`src/rtl/alu_rr_arbiter.sv`:
```
// Round-robin sharing of one combinational ALU between two valid/ready requesters.
// The ALU result is captured into a single-entry, ID-tagged response buffer.
module alu_rr_arbiter #(
  parameter int DATA_W = 32,
  parameter int CNT_W  = 16
) (
  input  logic              clk,
  input  logic              rst_n,

  input  logic              req0_valid,
  output logic              req0_ready,
  input  logic [2:0]        req0_op,
  input  logic [DATA_W-1:0] req0_a,
  input  logic [DATA_W-1:0] req0_b,

  input  logic              req1_valid,
  output logic              req1_ready,
  input  logic [2:0]        req1_op,
  input  logic [DATA_W-1:0] req1_a,
  input  logic [DATA_W-1:0] req1_b,

  output logic [2:0]        alu_ctrl,
  output logic [DATA_W-1:0] alu_a,
  output logic [DATA_W-1:0] alu_b,
  input  logic [DATA_W-1:0] alu_out,

  output logic              rsp_valid,
  input  logic              rsp_ready,
  output logic              rsp_id,
  output logic [DATA_W-1:0] rsp_data,

  input  logic              cnt_clr,
  output logic [CNT_W-1:0]  grant_cnt0,
  output logic [CNT_W-1:0]  grant_cnt1
);

  logic last_grant;
  logic gnt_valid;
  logic gnt_id;
  logic can_accept;
  logic hs0;
  logic hs1;

  // Tie goes to whichever requester was not served by the last handshake.
  always_comb begin
    gnt_valid = req0_valid | req1_valid;
    gnt_id    = 1'b0;
    if (req0_valid && req1_valid) begin
      gnt_id = ~last_grant;
    end else if (req1_valid) begin
      gnt_id = 1'b1;
    end
  end

  // The buffer may be refilled in the same cycle it is drained.
  assign can_accept = ~rsp_valid | rsp_ready;

  assign req0_ready = can_accept & gnt_valid & ~gnt_id;
  assign req1_ready = can_accept & gnt_valid &  gnt_id;

  assign hs0 = req0_valid & req0_ready;
  assign hs1 = req1_valid & req1_ready;

  // Operands follow the grant even under backpressure; idle drives zeros.
  always_comb begin
    alu_ctrl = '0;
    alu_a    = '0;
    alu_b    = '0;
    if (gnt_valid) begin
      if (gnt_id) begin
        alu_ctrl = req1_op;
        alu_a    = req1_a;
        alu_b    = req1_b;
      end else begin
        alu_ctrl = req0_op;
        alu_a    = req0_a;
        alu_b    = req0_b;
      end
    end
  end

  always_ff @(posedge clk or negedge rst_n) begin
    if (!rst_n) begin
      rsp_valid  <= 1'b0;
      rsp_id     <= 1'b0;
      rsp_data   <= '0;
      last_grant <= 1'b1;
    end else if (hs0 || hs1) begin
      rsp_valid  <= 1'b1;
      rsp_id     <= hs1;
      rsp_data   <= alu_out;
      last_grant <= hs1;
    end else if (rsp_valid && rsp_ready) begin
      rsp_valid  <= 1'b0;
    end
  end

  // Saturating grant counters; clear wins over a same-cycle handshake.
  always_ff @(posedge clk or negedge rst_n) begin
    if (!rst_n) begin
      grant_cnt0 <= '0;
      grant_cnt1 <= '0;
    end else if (cnt_clr) begin
      grant_cnt0 <= '0;
      grant_cnt1 <= '0;
    end else begin
      if (hs0 && (grant_cnt0 != {CNT_W{1'b1}})) begin
        grant_cnt0 <= grant_cnt0 + 1'b1;
      end
      if (hs1 && (grant_cnt1 != {CNT_W{1'b1}})) begin
        grant_cnt1 <= grant_cnt1 + 1'b1;
      end
    end
  end

endmodule

```
`config.mk`:
```
export PLATFORM = sky130hd
export DESIGN_NAME = alu_rr_arbiter
export DESIGN_NICKNAME = d
export VERILOG_FILES = /design/src/rtl/alu_rr_arbiter.sv
export SDC_FILE = /design/constraint.sdc
export NUM_CORES = 1
export LEC_CHECK = 0
export ABC_AREA = 1
export BUFFER_PORTS_ARGS = -buffer_cell sky130_fd_sc_hd__buf_2
export CORE_AREA = 2 2 119 121
export CTS_BUF_LIST = sky130_fd_sc_hd__clkbuf_2 sky130_fd_sc_hd__clkbuf_4 sky130_fd_sc_hd__clkbuf_8
export CTS_CLUSTER_DIAMETER = 120
export DETAILED_ROUTE_END_ITERATION = 7
export DIE_AREA = 0 0 121 123
export HOLD_SLACK_MARGIN = 0.03
export PLACE_DENSITY = 0.75
export SYNTH_ARGS = -nofsm -noshare
export SYNTH_HDL_FRONTEND = slang
export SYNTH_SLANG_ARGS = --single-unit
```
`constraint.sdc`:
```
create_clock -name clk -period 1.6 [get_ports clk]
set_input_delay 0 -clock clk [delete_from_list [all_inputs] [get_ports clk]]
set_output_delay 0 -clock clk [all_outputs]
set_load 0.02 [all_outputs]
```
# --- Yosys cells after proc, flatten, opt, wreduce, memory -nomap -nowiden ---
# Index checks and enable logic that the tools add are counted.
totals:
  ff_bits: 67
  latchBits: 0
  ram_bits: 0
  rom_bits: 0
  inputBits: 172
  output_inout_bits: 135
  elab_cells: 42
  mem_count: 0
op_classes:
  add_sub_neg: 2
  multipliers: 0
  n_div: 0
  magnitude_cmp: 0
  eq_ne: 2
  shift: 0
  muxes: 14
  bitwise_logic: 10
  reduce_logical: 8
ops:
  columns: ["operator", "n"]
  rows:
  - ["2-to-1 mux 32 bit", 4]
  - ["2-to-1 mux 16 bit", 4]
  - ["adder 16 x 1 -> 16 bit, second input constant", 2]
  - ["!= test 16 bit, second input constant", 2]
  - ["2-to-1 mux 3 bit", 2]
  - ["nonzero test 2 bit", 3]
  - ["bitwise AND 1 bit", 5]
  - ["logical AND 1 bit", 4]
  - ["2-to-1 mux 1 bit", 4]
  - ["NOT 1 bit", 3]
  - ["bitwise OR 1 bit", 2]
  - ["logical OR 1 bit", 1]

# --- Logic depth before layout (Yosys ltp) ---
depth:
  word_depth: 8
  mapped_depth: 11
  ltp_nobuf: 9

# --- Worst setup path after synthesis ---
# No wires, ideal clock.
synth_timing:
  path_type: "flip-flop to flip-flop"
  startpoint: "reg grant_cnt1[1]"
  endpoint: "reg grant_cnt1[13]"
  setup_ns: 0.066
  arrival_time_ns: 1.538
  required_time_ns: 1.534
  slack_ns: -0.004
  stages_incl_launch_ff: 11
  n_path_buf: 1
  synth_period_minus_slack_ns: 1.604
  path_cell_list: "dfrtp_1 ha_1 nand2_1 nor2_2 nand2_2 nor2_2 o21ai_2 inv_2 buf_6 nand2_1 nand2_1"
synth_between:
  elab_chain_len: 3
  elab_cells_between_ends: 6
  cone_classes: "add/sub (1); eq/ne (1); mux (2); reduce/logical (2)"
synth_lines:
  columns: ["element", "line_no", "source"]
  rows:
  - ["start: declaration", "34", "output logic [CNT_W-1:0] grant_cnt1"]
  - ["start signal: assignment", "111", "grant_cnt1 <= grant_cnt1 + 1'b1;"]
  - ["adder 16 x 1 -> 16 bit or != test 16 bit (tied branches)", "111, 110", null]
  - ["2-to-1 mux 16 bit or logical AND 1 bit (tied branches)", "110", "if (hs1 && (grant_cnt1 != {CNT_W{1'b1}})) begin"]
  - ["2-to-1 mux 16 bit or nonzero test 2 bit (tied branches)", null, null]
# Several ways; a longest one is shown, not always the timed one. The select of a mux whose other input is x is not followed.
# A chain may end at the register's enable or synchronous reset.

# --- Worst setup path in the final report ---
layout_timing:
  startpoint: "reg last_grant"
  endpoint: "out alu_a[4]"
layout_between:
  elab_chain_len: 4
layout_lines:
  columns: ["element", "line_no", "source"]
  rows:
  - ["start: declaration", "37", "logic last_grant;"]
  - ["start signal: assignment", "92", "last_grant <= hs1;"]
  - ["NOT 1 bit", "49", "gnt_id = ~last_grant;"]
  - ["2-to-1 mux 1 bit", "48", "if (req0_valid && req1_valid) begin"]
  - ["2-to-1 mux 32 bit", "70", "if (gnt_id) begin"]
  - ["2-to-1 mux 32 bit", "69", "if (gnt_valid) begin"]
  - ["end: declaration", "23", "output logic [DATA_W-1:0] alu_a,"]
# Every way passes these cells.

==> impl_table.tex <==
\begin{tabular}{lr}
\hline
Metric & Value \\
\hline
\multicolumn{2}{l}{\textbf{Worst setup path}} \\
\quad Setup Crit Path Kind & register to output pin \\
\quad Startpoint of the worst-slack reg-to-reg timing path & last\_grant \\
\quad Required @ worst endpoint & 1.60 ns \\
\quad Element type at the critical path end & output pin \\
\quad Worst path max stage delay & 0.54 ns \\
\quad Arrival time at the worst endpoint & 1.69 ns \\
\quad Beginning of the critical path & last\_grant \\
\quad Cell repeated most along the worst path & sky130\_fd\_sc\_hd\_\_nand2\_2 \\
\quad Worst setup slack for register-to-register paths & 0.04 ns \\
\quad Critical path peak fanout & 17 \\
\quad Standard cell with the maximum stage delay on the critical path & sky130\_fd\_sc\_hd\_\_dfstp\_2 \\
\quad End point of the critical path & alu\_a[4] \\
\quad Type of origin of the critical path & register \\
\quad Worst reg2reg path endpoint & grant\_cnt0[15] \\
\quad Number of buffer and inverter stages on the critical path & 3 \\
\quad Series of cell instances along the critical path & nand2\_2 -> nand2\_4 -> inv\_4 -> buf\_16 -> nand2\_1 -> nand2\_2 -> buf\_4 \\
\quad Family with the most delay on the worst path & flip-flops \\
\quad CP Depth & 7 \\
\quad Logic depth of the worst register-to-register path & 8 \\
\multicolumn{2}{l}{\textbf{Floorplanning}} \\
\quad Full die area & 14,900 sq um \\
\quad Starting Density & 0.314 \\
\quad I/O pin count & 307 \\
\quad Die width & 121 um \\
\quad Vertical die dimension & 123 um \\
\quad Total number of placement rows & 43 \\
\quad Std-Cell Core Area & 13,600 sq um \\
\multicolumn{2}{l}{\textbf{Routing}} \\
\quad Routed via count divided by cell count & 4.78 \\
\quad Remaining routing DRC violations & 0 \\
\quad Count of antenna-violating nets left after detailed routing & 0 \\
\quad Router iterations before antenna repair & 5 \\
\quad Vias & 5,775 \\
\quad Wire length reported by the detailed router & 17.8 mm \\
\quad Drt first-iter violations & 393 \\
\quad Wire per inst & 14.8 um \\
\multicolumn{2}{l}{\textbf{Synthesis}} \\
\quad Yosys warnings & 0 \\
\quad Register area share after synthesis & 0.393 \\
\quad Gate count after technology mapping & 662 \\
\quad Post-synth cell types & 30 \\
\quad Most used DFF post-synth & sky130\_fd\_sc\_hd\_\_dfrtp\_1 \\
\quad Portion of netlist area occupied by mux cells & 0 \\
\quad Library cell with the highest instance count after synthesis & sky130\_fd\_sc\_hd\_\_nand2\_1 \\
\quad Synthesized cell area & 4270 sq um \\
\quad Synth Area in XOR/XNOR & 0.0164 \\
\quad Share of synthesized cell area in and, or, nand and nor gates & 0.497 \\
\quad EDFF count, synth & 0 \\
\quad Post-synthesis sequential element count & 67 \\
\quad Largest area contributor in the netlist & sky130\_fd\_sc\_hd\_\_dfrtp\_1 \\
\quad Synthesized-area fraction occupied by ao, oa, aoi and oai cells & 0.0272 \\
\quad Adder-cell share of the synthesized area & 0.00586 \\
\quad Mean instance size in the synthesized netlist & 6.45 sq um \\
\quad Main area contributors after synthesis & sky130\_fd\_sc\_hd\_\_dfrtp\_1 (39\%), sky130\_fd\_sc\_hd\_\_nand2\_1 (31\%), sky130\_fd\_sc\_hd\_\_nand3\_1 (10\%) \\
\quad Dominant combinational cell family by area after synthesis & simple AND/OR/NAND/NOR gates \\
\quad Top-area cell type share of the netlist area & 0.387 \\
\quad Asr flop ratio synth & 1.00 \\
\quad Commonest cells in the netlist & sky130\_fd\_sc\_hd\_\_nand2\_1 (350), sky130\_fd\_sc\_hd\_\_nand3\_1 (88), sky130\_fd\_sc\_hd\_\_dfrtp\_1 (66) \\
\quad Net count of the mapped netlist & 836 \\
\multicolumn{2}{l}{\textbf{Pwr}} \\
\quad Worst IR drop on VDD & 0.000717 V \\
\quad Reported net switching power & 1.91 mW \\
\quad Power density over the cells & 752 nW/um\^{}2 \\
\quad Fraction of power consumed by sequential logic & 0.352 \\
\quad Int Pwr & 3.54 mW \\
\quad Combinational share of power & 0.374 \\
\quad Total design power & 5.46 mW \\
\quad Fraction of power spent switching nets & 0.351 \\
\quad Clock power frac & 0.274 \\
\quad Lkg Pwr & 4.20 nW \\
\multicolumn{2}{l}{\textbf{Clocking}} \\
\quad Clock Root Buffer & sky130\_fd\_sc\_hd\_\_clkbuf\_8 \\
\quad Clock sink total & 67 \\
\quad Clock slew seen by the registers of the worst setup and hold paths & 0.07 ns \\
\quad Clock latency of the later-clocked register in the worst-skew pair & 0.35 ns \\
\quad CTS tree & built \\
\quad Number of buffers on the longest clock path & 2 \\
\quad Htree depth & 3 \\
\quad TritonCTS buffer count & 9 \\
\multicolumn{2}{l}{\textbf{STA}} \\
\quad Number of endpoints failing setup at the final stage & 67 \\
\quad Final hold vios & 0 \\
\quad Setup clock skew after layout & 0.0159 ns \\
\quad Final Worst Setup Slack & -0.0854 ns \\
\quad Number of slew-limit violations in the final report & 0 \\
\quad Period minus WS final & 1.69 ns \\
\quad Unrepaired setup endpoints after global routing & true \\
\quad Maximum clock frequency & 593 MHz \\
\quad Relative max-transition margin & 0.536 \\
\quad Setup TNS & -3.15 ns \\
\quad Least-Margin Pin Slew & 0.695 ns \\
\quad Period Utilization, post-route & 1.05 \\
\multicolumn{2}{l}{\textbf{Placed design}} \\
\quad Count of input and output buffers & 306 \\
\quad GPL Wtd Cong & 0.834 \\
\quad Half-perimeter wire length after placement & 11.6 mm \\
\multicolumn{2}{l}{\textbf{Status}} \\
\quad Result of the run & finished, violations left \\
\quad Violated checks & setup timing \\
\multicolumn{2}{l}{\textbf{Finish}} \\
\quad Antenna diodes & 0 \\
\quad Area Overhead vs Synth & 69.8\% \\
\quad Fraction of layout cells with a size suffix above 1 & 0.393 \\
\quad Final \#Nets & 1,196 \\
\multicolumn{2}{l}{\textbf{Global route}} \\
\quad Overflow left after global routing & 0 \\
\quad GRT Overall Usage & 0.213 \\
\quad Pin count of the biggest net entering global routing & 68 \\
\quad Vias in the first global route & 5,021 \\
\quad Antenna violations before repair & 0 \\
\quad Wire length of the first global-routing pass & 25.1 mm \\
\multicolumn{2}{l}{\textbf{Flow run}} \\
\quad Max-cap violation count & 0 \\
\multicolumn{2}{l}{\textbf{Hold path}} \\
\quad Hold crit path type & primary input to register \\
\quad Hold Crit Start & req1\_valid \\
\hline
\end{tabular}
repair_timing:
| action | CTS | global route |
|---|---|---|
| setup buffers | 1 | 5 |
| setup endpoints to repair | 69 | 97 |
| cloned | 4 | 3 |
| gates resized for setup | 82 | 32 |
| pin swaps | 2 | 7 |
| hold buffers | 35 | 0 |
| hold endpoints to repair | 101 | 0 |
through the flow:
step	instance area, sq um	setup slack [ns]	instances	util	hold WS (ns)
finish	7250	-0.0854	1207	0.533	0.0465
CTS	7070	-0.0946	1199	0.519	0.0380
global route	7250	-0.178	1207	0.533	0.0468
floorplan	4270	0.00859	662	-	-0.296
global placement	6140	0.0971	1143	0.451	0.0500
detailed placement	6140	0.0222	1143	0.451	0.0483
power by group through the flow:
stage | registers (mW) | clock network (mW) | logic (mW)
after CTS | 1.92 | 1.53 | 1.95
after global routing | 1.94 | 1.61 | 2.19
after detailed placement | 1.94 | 0 | 1.65
final | 1.92 | 1.49 | 2.04
after global placement | 1.94 | 0 | 1.63
after floorplan | 2.10 | 0 | 0.756
worst min-delay path by stage:
stage / endpoint / slack [ns] / cells after the start
3_5_place_dp: grant_cnt0[6] / 0.05 / 2
5_1_grt: rsp_id / 0.05 / 4
2_1_floorplan: grant_cnt0[0] / -0.30 / 0
4_1_cts: rsp_id / 0.04 / 4
6_report: rsp_id / 0.05 / 4
3_3_place_gp: grant_cnt0[2] / 0.05 / 2
flip-flops by register name, indices dropped and copies added, names as in the netlist:
register,flops
rsp_valid,1
grant_cnt0,16
rsp_id,1
last_grant,1
grant_cnt1,16
rsp_data,32
cells by family after synthesis:
group	count (synthesis)
compound gates	17
xor+xnor	8
fa+ha+maj	2
buf+inv	60
flops	67
simple gates	508
worst reg2reg max path, delay by kind of cell (launching register included):
| family | cells | cell delay [ns] |
|---|---|---|
| simple gates | 6 | 0.76 |
| flops | 1 | 0.54 |
| buf+inv | 2 | 0.20 |
area by class of cell:
| cell class | instances | area (sq um) |
|---|---|---|
| clock buffers | 14 | 174 |
| repair buffers | 382 | 2620 |
| repair inverters | 1 | 6.26 |
| well taps | 180 | 225 |
| flip-flops and latches | 67 | 1680 |
| inverters | 26 | 108 |
| multi-input cells | 535 | 2410 |
| clock inverters | 2 | 35.0 |
| fillers | 1248 | 6360 |
placed cells by master (no fill, tap or decap), drive strengths merged:
cell	synthesis	layout
buf	15	345
dfstp	1	1
nand4	17	17
inv	25	26
nand3b	2	2
or2	5	5
nand2	355	355
o211ai	2	2
xor2	8	8
dfrtp	66	66
dlygate4sd3	0	35
nand3	88	88
nor3	1	1
o21bai	3	3
o21ai	6	6
clkinv	1	2
bufinv	0	1
ha	2	2
clkbuf	19	16
nor2	40	40
a21oi	6	6
metal layers:
layer  up-vias  global-route usage  wire length (um)
li1       2810                   -                 -
met1      2632               0.276              7330
met2       301               0.350              8520
met3        32              0.0549              1640
met4         0              0.0669               317
met5         -                   0                 0
Note: power is estimated with default switching activity, not from simulation.
